--- src/rtl/serial_alu_pkg.sv ---
// rtl/serial_alu_pkg.sv - shared state and opcode encodings for the bit-serial ALU path
package serial_alu_pkg;

    typedef logic [1:0] state_t;

    localparam state_t ST_IDLE = 2'd0;
    localparam state_t ST_RUN  = 2'd1;
    localparam state_t ST_DONE = 2'd2;

    localparam logic OP_ADD = 1'b0;
    localparam logic OP_SUB = 1'b1;

endpackage

--- src/rtl/serial_add_ctrl_add1b.sv ---
// rtl/serial_add_ctrl_add1b.sv - single-bit full-adder cell driven by the serial engine
module Add1b (
    input  logic a,
    input  logic b,
    input  logic ci,
    output logic s,
    output logic co
);

    assign s  = a ^ b ^ ci;
    assign co = (a & b) | (a & ci) | (b & ci);

endmodule

--- src/rtl/serial_add_ctrl.sv ---
// rtl/serial_add_ctrl.sv - bit-serial add/subtract engine, LSB-first through one full-adder cell
module serial_add_ctrl
    import serial_alu_pkg::*;
#(
    parameter  int WIDTH = 32,
    localparam int CNT_W = $clog2(WIDTH)
) (
    input  logic             clk,
    input  logic             rst_n,
    input  logic             in_valid,
    output logic             in_ready,
    input  logic             op_sub,
    input  logic [WIDTH-1:0] a,
    input  logic [WIDTH-1:0] b,
    output logic             out_valid,
    input  logic             out_ready,
    output logic [WIDTH-1:0] result,
    output logic             cout,
    output logic             overflow,
    output logic             zero
);

    state_t             state_q, state_d;
    logic [WIDTH-1:0]   a_sh_q, a_sh_d;
    logic [WIDTH-1:0]   b_sh_q, b_sh_d;
    logic [WIDTH-1:0]   res_q, res_d;
    logic               carry_q, carry_d;
    logic               c_msb_in_q, c_msb_in_d;
    logic [CNT_W-1:0]   cnt_q, cnt_d;

    logic               fa_s;
    logic               fa_co;
    logic               accept;
    logic               last_bit;

    Add1b u_add1b (
        .a  (a_sh_q[0]),
        .b  (b_sh_q[0]),
        .ci (carry_q),
        .s  (fa_s),
        .co (fa_co)
    );

    assign accept   = in_valid && in_ready;
    assign last_bit = (cnt_q == CNT_W'(WIDTH - 1));

    always_ff @(posedge clk or negedge rst_n) begin
        if (!rst_n) begin
            state_q <= ST_IDLE;
        end else begin
            state_q <= state_d;
        end
    end

    // Unused encodings fall into the default arm and behave as IDLE.
    always_comb begin
        state_d = state_q;
        case (state_q)
            ST_RUN: begin
                if (last_bit) begin
                    state_d = ST_DONE;
                end
            end
            ST_DONE: begin
                if (out_ready) begin
                    state_d = ST_IDLE;
                end
            end
            default: begin
                state_d = accept ? ST_RUN : ST_IDLE;
            end
        endcase
    end

    always_comb begin
        in_ready  = 1'b1;
        out_valid = 1'b0;
        case (state_q)
            ST_RUN: begin
                in_ready = 1'b0;
            end
            ST_DONE: begin
                in_ready  = 1'b0;
                out_valid = 1'b1;
            end
            default: begin
                in_ready = 1'b1;
            end
        endcase
    end

    // Subtraction is a + ~b + 1: the +1 rides in on the initial carry.
    always_comb begin
        a_sh_d     = a_sh_q;
        b_sh_d     = b_sh_q;
        res_d      = res_q;
        carry_d    = carry_q;
        c_msb_in_d = c_msb_in_q;
        cnt_d      = cnt_q;
        if (accept) begin
            a_sh_d  = a;
            b_sh_d  = (op_sub == OP_SUB) ? ~b : b;
            carry_d = op_sub;
            cnt_d   = '0;
        end else if (state_q == ST_RUN) begin
            res_d   = {fa_s, res_q[WIDTH-1:1]};
            a_sh_d  = a_sh_q >> 1;
            b_sh_d  = b_sh_q >> 1;
            carry_d = fa_co;
            cnt_d   = cnt_q + CNT_W'(1);
            if (last_bit) begin
                c_msb_in_d = carry_q;
            end
        end
    end

    always_ff @(posedge clk or negedge rst_n) begin
        if (!rst_n) begin
            a_sh_q     <= '0;
            b_sh_q     <= '0;
            res_q      <= '0;
            carry_q    <= 1'b0;
            c_msb_in_q <= 1'b0;
            cnt_q      <= '0;
        end else begin
            a_sh_q     <= a_sh_d;
            b_sh_q     <= b_sh_d;
            res_q      <= res_d;
            carry_q    <= carry_d;
            c_msb_in_q <= c_msb_in_d;
            cnt_q      <= cnt_d;
        end
    end

    assign result   = res_q;
    assign cout     = carry_q;
    assign overflow = c_msb_in_q ^ carry_q;
    assign zero     = ~|res_q;

endmodule

--- config.mk ---
export PLATFORM = sky130hd
export DESIGN_NAME = serial_add_ctrl
export DESIGN_NICKNAME = d
export VERILOG_FILES = /design/src/rtl/serial_alu_pkg.sv /design/src/rtl/serial_add_ctrl_add1b.sv /design/src/rtl/serial_add_ctrl.sv
export SDC_FILE = /design/constraint.sdc
export NUM_CORES = 1
export LEC_CHECK = 0
export BUFFER_PORTS_ARGS = -buffer_cell sky130_fd_sc_hd__buf_2
export CAP_MARGIN = 5
export CELL_PAD_IN_SITES_DETAIL_PLACEMENT = 0
export CELL_PAD_IN_SITES_GLOBAL_PLACEMENT = 2
export CORE_ASPECT_RATIO = 0.9
export CORE_MARGIN = 2
export CORE_UTILIZATION = 32
export DETAILED_ROUTE_END_ITERATION = 8
export PLACE_DENSITY = 0.85
export SKIP_LAST_GASP = 1
export SLEW_MARGIN = 10
export SYNTH_ARGS = -nofsm -noshare
export SYNTH_HDL_FRONTEND = slang
export SYNTH_SLANG_ARGS = --single-unit
--- constraint.sdc ---
create_clock -name clk -period 1.3 [get_ports clk]
set_input_delay 0.26 -clock clk [delete_from_list [all_inputs] [get_ports clk]]
set_output_delay 0.26 -clock clk [all_outputs]
set_load 0.02 [all_outputs]
Word level (Yosys, flattened, before mapping)
Cells that the tools add are included.

Register bits after elaboration: 105. Bits of input ports: 69. Logic and storage cells: 46.

Add/sub/neg operators: 1. Equality and inequality tests: 5. Muxes and demuxes: 15. Bitwise operators: 10. Reduce and logical (&&, ||, !) cells: 8.

Operators with widths (number): 32-bit two-way mux (5); 32-bit NOT (1); 32-bit OR reduction (1); 5-bit two-way mux (2); 5-bit by 1-bit adder with 5-bit output, second input constant (1); 5-bit == test, second input constant (1); 1-bit two-way mux (5); 2-bit two-way mux (2); 2-bit inequality test, second input constant (2); 2-bit case mux with 2 select lines (1); 2-bit AND reduction (2); 1-bit bitwise AND (3); 3-bit AND reduction (1); 1-bit XOR (3); 2-bit by 1-bit == test with 1-bit output, second input constant (1); 2-bit == test, second input constant (1); 1-bit OR (2); 2-bit nonzero test (1); 2-bit OR reduction (1); 1-bit logical AND (1); 1-bit logical NOT (1); 1-bit NOT (1).

Longest topological paths before layout
Depth in word-level cells: 6. Depth in mapped cells: 8. Gate-level depth less buffers: 6.

By module
A second synthesis with hierarchy kept.

Cell total of the unflattened synthesis: 436. Area total of the unflattened synthesis: 5053.6 sq um.

By module, submodules not included: serial_add_ctrl (instances 1, cells an instance 435, area each 5033.6 sq um); Add1b (instances 1, cells an instance 1, area each 20.0 sq um).

Worst setup path before layout
OpenSTA, ideal clock, no wires.

Kind: register to register. From: register state_q[0]. To: register a_sh_q[28]. Arrival time: 1464 ps. Required time: 1168 ps. Path slack: -296 ps. Stages on the path, launching flop included: 9. Path buffers: 3. Cell sequence: dfrtp_1 inv_1 ha_1 and2_1 buf_6 buf_6 buf_4 nand2_1 o21ai_1.

Longest elaborated chain between the ends: 5.

RTL lines: start, declared (RTL line serial_add_ctrl.sv:23) `state_t state_q, state_d;`; start signal, assigned (RTL line serial_add_ctrl.sv:51) `state_q <= state_d;`; 2-bit by 1-bit == test with 1-bit output or 2-bit == test (tied branches) (RTL line serial_add_ctrl.sv:78) `case (state_q)`; 2-bit OR reduction (no line) *; 1-bit two-way mux * (RTL line serial_add_ctrl.sv:78); named net in_ready (RTL line serial_add_ctrl.sv:11) `output logic in_ready,`; 1-bit logical AND * (RTL line serial_add_ctrl.sv:44) `assign accept = in_valid && in_ready;`; 32-bit two-way mux or 2-bit nonzero test (tied branches); end signal, assigned (RTL line serial_add_ctrl.sv:126) `a_sh_q <= a_sh_d;`; end, declared (RTL line serial_add_ctrl.sv:24) `logic [WIDTH-1:0] a_sh_q, a_sh_d;`.

The timed path passes the listed nets; every way through them passes the cells marked *. A chain may end at the register's enable or synchronous reset.

Worst setup path after layout
From: register res_q[10] (netlist: result[10]). To: output zero.

Longest elaborated chain between the ends: 2.

RTL lines: start, declared (RTL line serial_add_ctrl.sv:26) `logic [WIDTH-1:0] res_q, res_d;`; start signal, assigned (RTL line serial_add_ctrl.sv:128) `res_q <= res_d;`; 32-bit OR reduction (RTL line serial_add_ctrl.sv:138) `assign zero = ~|res_q;`; 1-bit logical NOT (RTL line serial_add_ctrl.sv:138); end, declared (RTL line serial_add_ctrl.sv:20) `output logic zero`.

No other way between the ends.

==> impl_results.md <==
* Commonest cells after routing, fill and taps aside: 98 x sky130_fd_sc_hd__dfrtp_1, 74 x sky130_fd_sc_hd__buf_6, 67 x sky130_fd_sc_hd__buf_2, 42 x sky130_fd_sc_hd__mux2i_1, 41 x sky130_fd_sc_hd__buf_4
* Peak supply drop at 1.34 mV
* Share of total power in the clock network at 0.140
* Number of register bits inferred by synthesis at 105
* Clock sink count at 105
* P_sw at 0.00747 W
* Count of endpoints failing hold in the final timing report at 0
* Area of placed instances at 6230 sq um
* Power Dens Cells at 2380 nW/um^2
* Comb power frac at 0.585
* Post-route ant nets at 0
* Post-synthesis cell type count at 26
* GRT overflow at 0
* Worst Slack Setup Final at -0.496 ns
* Clock-pin transition on the worst setup and hold timing paths at 0.07 ns
* Die extent in x at 136 um
* Ratio of cells with drive above 1 in the final layout at 0.641
* Via count of the first global-routing pass at 4250
* Clock tree root driver cell: sky130_fd_sc_hd__clkbuf_16
* Fraction of power consumed by sequential logic at 0.275
* Cell type with the highest aggregate area in the netlist: sky130_fd_sc_hd__dfrtp_1
* Vias at 4083
* Share of the clock period used by the worst path at 1.38
* Wire length after detailed routing at 14500 um
* Largest stage delay on the critical path at 0.42 ns
* Ant. Diodes at 0
* Cell with the largest stage delay on the worst path: sky130_fd_sc_hd__dfrtp_1
* Layout Area Growth over Synthesis at 77.5%
* Final sum of negative setup slack at -23.91 ns
* Final period demand of the worst path at 1.80 ns
* Warning count from the yosys run at 0
* Nature of the critical path endpoint: output port
* Router iterations before antenna repair at 6
* CTS H-tree depth at 3
* Max clock buf depth at 2
* Leading cell type in the layout, fill and taps excluded: sky130_fd_sc_hd__dfrtp_1
* Worst Max-Slew Pin Slew at 0.420 ns
* Count of endpoints failing setup in the final report at 124
* Cell-internal power at 0.0139 W
* Final weighted congestion in routability-driven placement at 0.788
* Share of the synthesized area in the top cell type at 0.520
* Netlist area before placement at 5050 sq um
* Number of remaining DRC errors at 0
* Synthesized netlist cell count at 436
* Pre-CTS worst setup slack at -0.185 ns
* Arrival time worst endpoint at 1.54 ns
* Vias per cell at 4.75
* Worst Path Max Fanout at 2
* Part of the Yosys area used for sequential elements at 0.520
* WL/cell at 16.9 um
* Nature of the critical path startpoint: register
* Site row count at 43
* Count of input and output buffers at 105
* Wire length of the first global-routing pass at 22000 um
* HPWL reported at the end of detailed placement at 7880 um
* Crit path cell chain: nor4_4 -> nand4_1 -> nor2_4 -> buf_6
* Clock insertion delay at the later pin of the skew report at 0.36 ns
* Std-Cell Core Area at 15400 sq um
* Final layout net count at 726
* Antenna violations before repair at 0
* Setup repair after global routing missed its margin: yes
* Switching part of the total at 0.350
* Clock tree from TritonCTS: yes
* Worst EP required at 1.04 ns
* Initial core utilization at 0.327
* Maximum number of pins on one net before global-route repair at 76
* Headroom to the max-slew limit at 0.720
* Worst hold path type: input pin to register
* Syn Nets at 510
* Number of CTS-inserted buffers at 9
* Peak Freq at 0.557 GHz
* Result of the run: finished, violations left
* Tightest hold margin at 0.114 ns
* Post-synthesis average cell area at 11.6 sq um
* Total power at 0.0213 W
* GRT Total Usage at 0.173
* Die Footprint at 16800 sq um
* Reported leakage power at 4.18 nW
* Initial detailed-routing violation count at 137
* Number of pins with negative max-slew slack in the final report at 0
* Die H at 123 um
* MaxCap Viol Count at 0
* Failing checks: negative setup slack
* Synth area leaders: sky130_fd_sc_hd__dfrtp_1 52%, sky130_fd_sc_hd__mux2i_1 13%, sky130_fd_sc_hd__mux2_2 7.4%, sky130_fd_sc_hd__xor2_1 5.9%, sky130_fd_sc_hd__nand2_1 5.0%
* Final Instance Area at 8970 sq um
* Type of the worst setup path: register to output port
* Final worst clock skew at 0.00929 ns
* I/O pin count at 106
## worst paths after layout
path	startpoint	to	slack, ns	cells after the start
hold / removal	a[25]	a_sh_q[25]	0.11	3
setup / recovery	result[10]	zero	-0.50	4
hold reg to reg	b_sh_q[31]	b_sh_q[31]	0.54	2
min in group asynchronous	rst_n	result[27]	0.46	3
max in group asynchronous	rst_n	b_sh_q[15]	0.49	3
setup reg to reg	state_q[1]	b_sh_q[2]	-0.28	7
## layer usage
metal,vias up,GRT usage,part of all wire
met4,0,0.0540,0.016
met3,18,0.0377,0.042
met5,-,0,0
met1,2019,0.223,0.43
li1,1946,-,-
met2,100,0.290,0.52
## critical path: cells and delay by family, from the launching register on
kind	cells	cell delay (ns)
buffers and inverters	1	0.12
flip-flops	1	0.42
AND/OR/NAND/NOR	3	0.64
## metrics by stage
| stage | util | std cells |
|---|---|---|
| 2_1_floorplan | - | 436 |
| 3_3_place_gp | 0.403 | 763 |
| 3_5_place_dp | 0.403 | 763 |
| 4_1_cts | 0.528 | 835 |
| 5_1_grt | 0.581 | 859 |
| 6_report | 0.581 | 859 |
## sequential cells by signal, summed over array words and instances (netlist names)
register,count
c_msb_in_q,1
cout,1
a_sh_q,32
b_sh_q,32
state_q,2
cnt_q,5
result,32
## cell type report
type | instances | area (sq um)
Multi-Input combinational cell | 297 | 3080
Timing Repair Buffer | 236 | 2660
Inverter | 3 | 11.3
Fill cell | 1209 | 6470
Clock inverter | 6 | 91.3
Tap cell | 202 | 253
Sequential cell | 105 | 2640
Clock buffer | 10 | 239
## cells by family (layout without fill, tap and decap cells)
group,count (synthesis),in the layout,share of synthesized area
compound gates,67,67,0.0676
xor+xnor,36,36,0.0624
fa+ha+maj,5,5,0.0139
buf+inv,34,255,0.0564
flops,105,105,0.520
mux,99,99,0.204
simple gates,90,90,0.0755
## power groups by stage
stage          sequential, W  combinational [W]  clock, W
3_3_place_gp         0.00544            0.00650         0
4_1_cts              0.00556             0.0106   0.00303
2_1_floorplan        0.00587            0.00429         0
3_5_place_dp         0.00550            0.00669         0
5_1_grt              0.00604             0.0132   0.00319
6_report             0.00588             0.0125   0.00298
## Yosys cell counts
| cell | count |
|---|---|
| sky130_fd_sc_hd__a21oi_2 | 1 |
| sky130_fd_sc_hd__nor2b_1 | 1 |
| sky130_fd_sc_hd__dfrtp_1 | 105 |
| sky130_fd_sc_hd__buf_4 | 10 |
| sky130_fd_sc_hd__buf_6 | 8 |
| sky130_fd_sc_hd__ha_1 | 4 |
| sky130_fd_sc_hd__nand3_1 | 1 |
| sky130_fd_sc_hd__nand2_1 | 67 |
| sky130_fd_sc_hd__nand3b_1 | 2 |
| sky130_fd_sc_hd__xnor2_1 | 2 |
| sky130_fd_sc_hd__o21a_1 | 1 |
| sky130_fd_sc_hd__nor4_1 | 8 |
| sky130_fd_sc_hd__o21ai_1 | 45 |
| sky130_fd_sc_hd__mux2_2 | 33 |
| sky130_fd_sc_hd__buf_8 | 5 |
| sky130_fd_sc_hd__nor2_1 | 6 |
| sky130_fd_sc_hd__xor2_1 | 34 |
| sky130_fd_sc_hd__mux2i_1 | 66 |
| sky130_fd_sc_hd__buf_2 | 3 |
| sky130_fd_sc_hd__fa_1 | 1 |
| sky130_fd_sc_hd__inv_1 | 3 |
| sky130_fd_sc_hd__and3_1 | 1 |
| sky130_fd_sc_hd__and2_1 | 1 |
| sky130_fd_sc_hd__nand4_1 | 3 |
| sky130_fd_sc_hd__o21ai_0 | 20 |
| sky130_fd_sc_hd__clkbuf_1 | 5 |
## repair_timing
item / 4_1_cts / 5_1_grt
hold buffers: 1 / 0
pin swaps: 29 / 20
buffers inserted: 36 / 37
gates resized for setup: 207 / 159
cloned: 22 / 4
hold endpoints to repair: 105 / 0
endpoints found under the setup margin: 135 / 142
(Power assumes the default switching activity.)
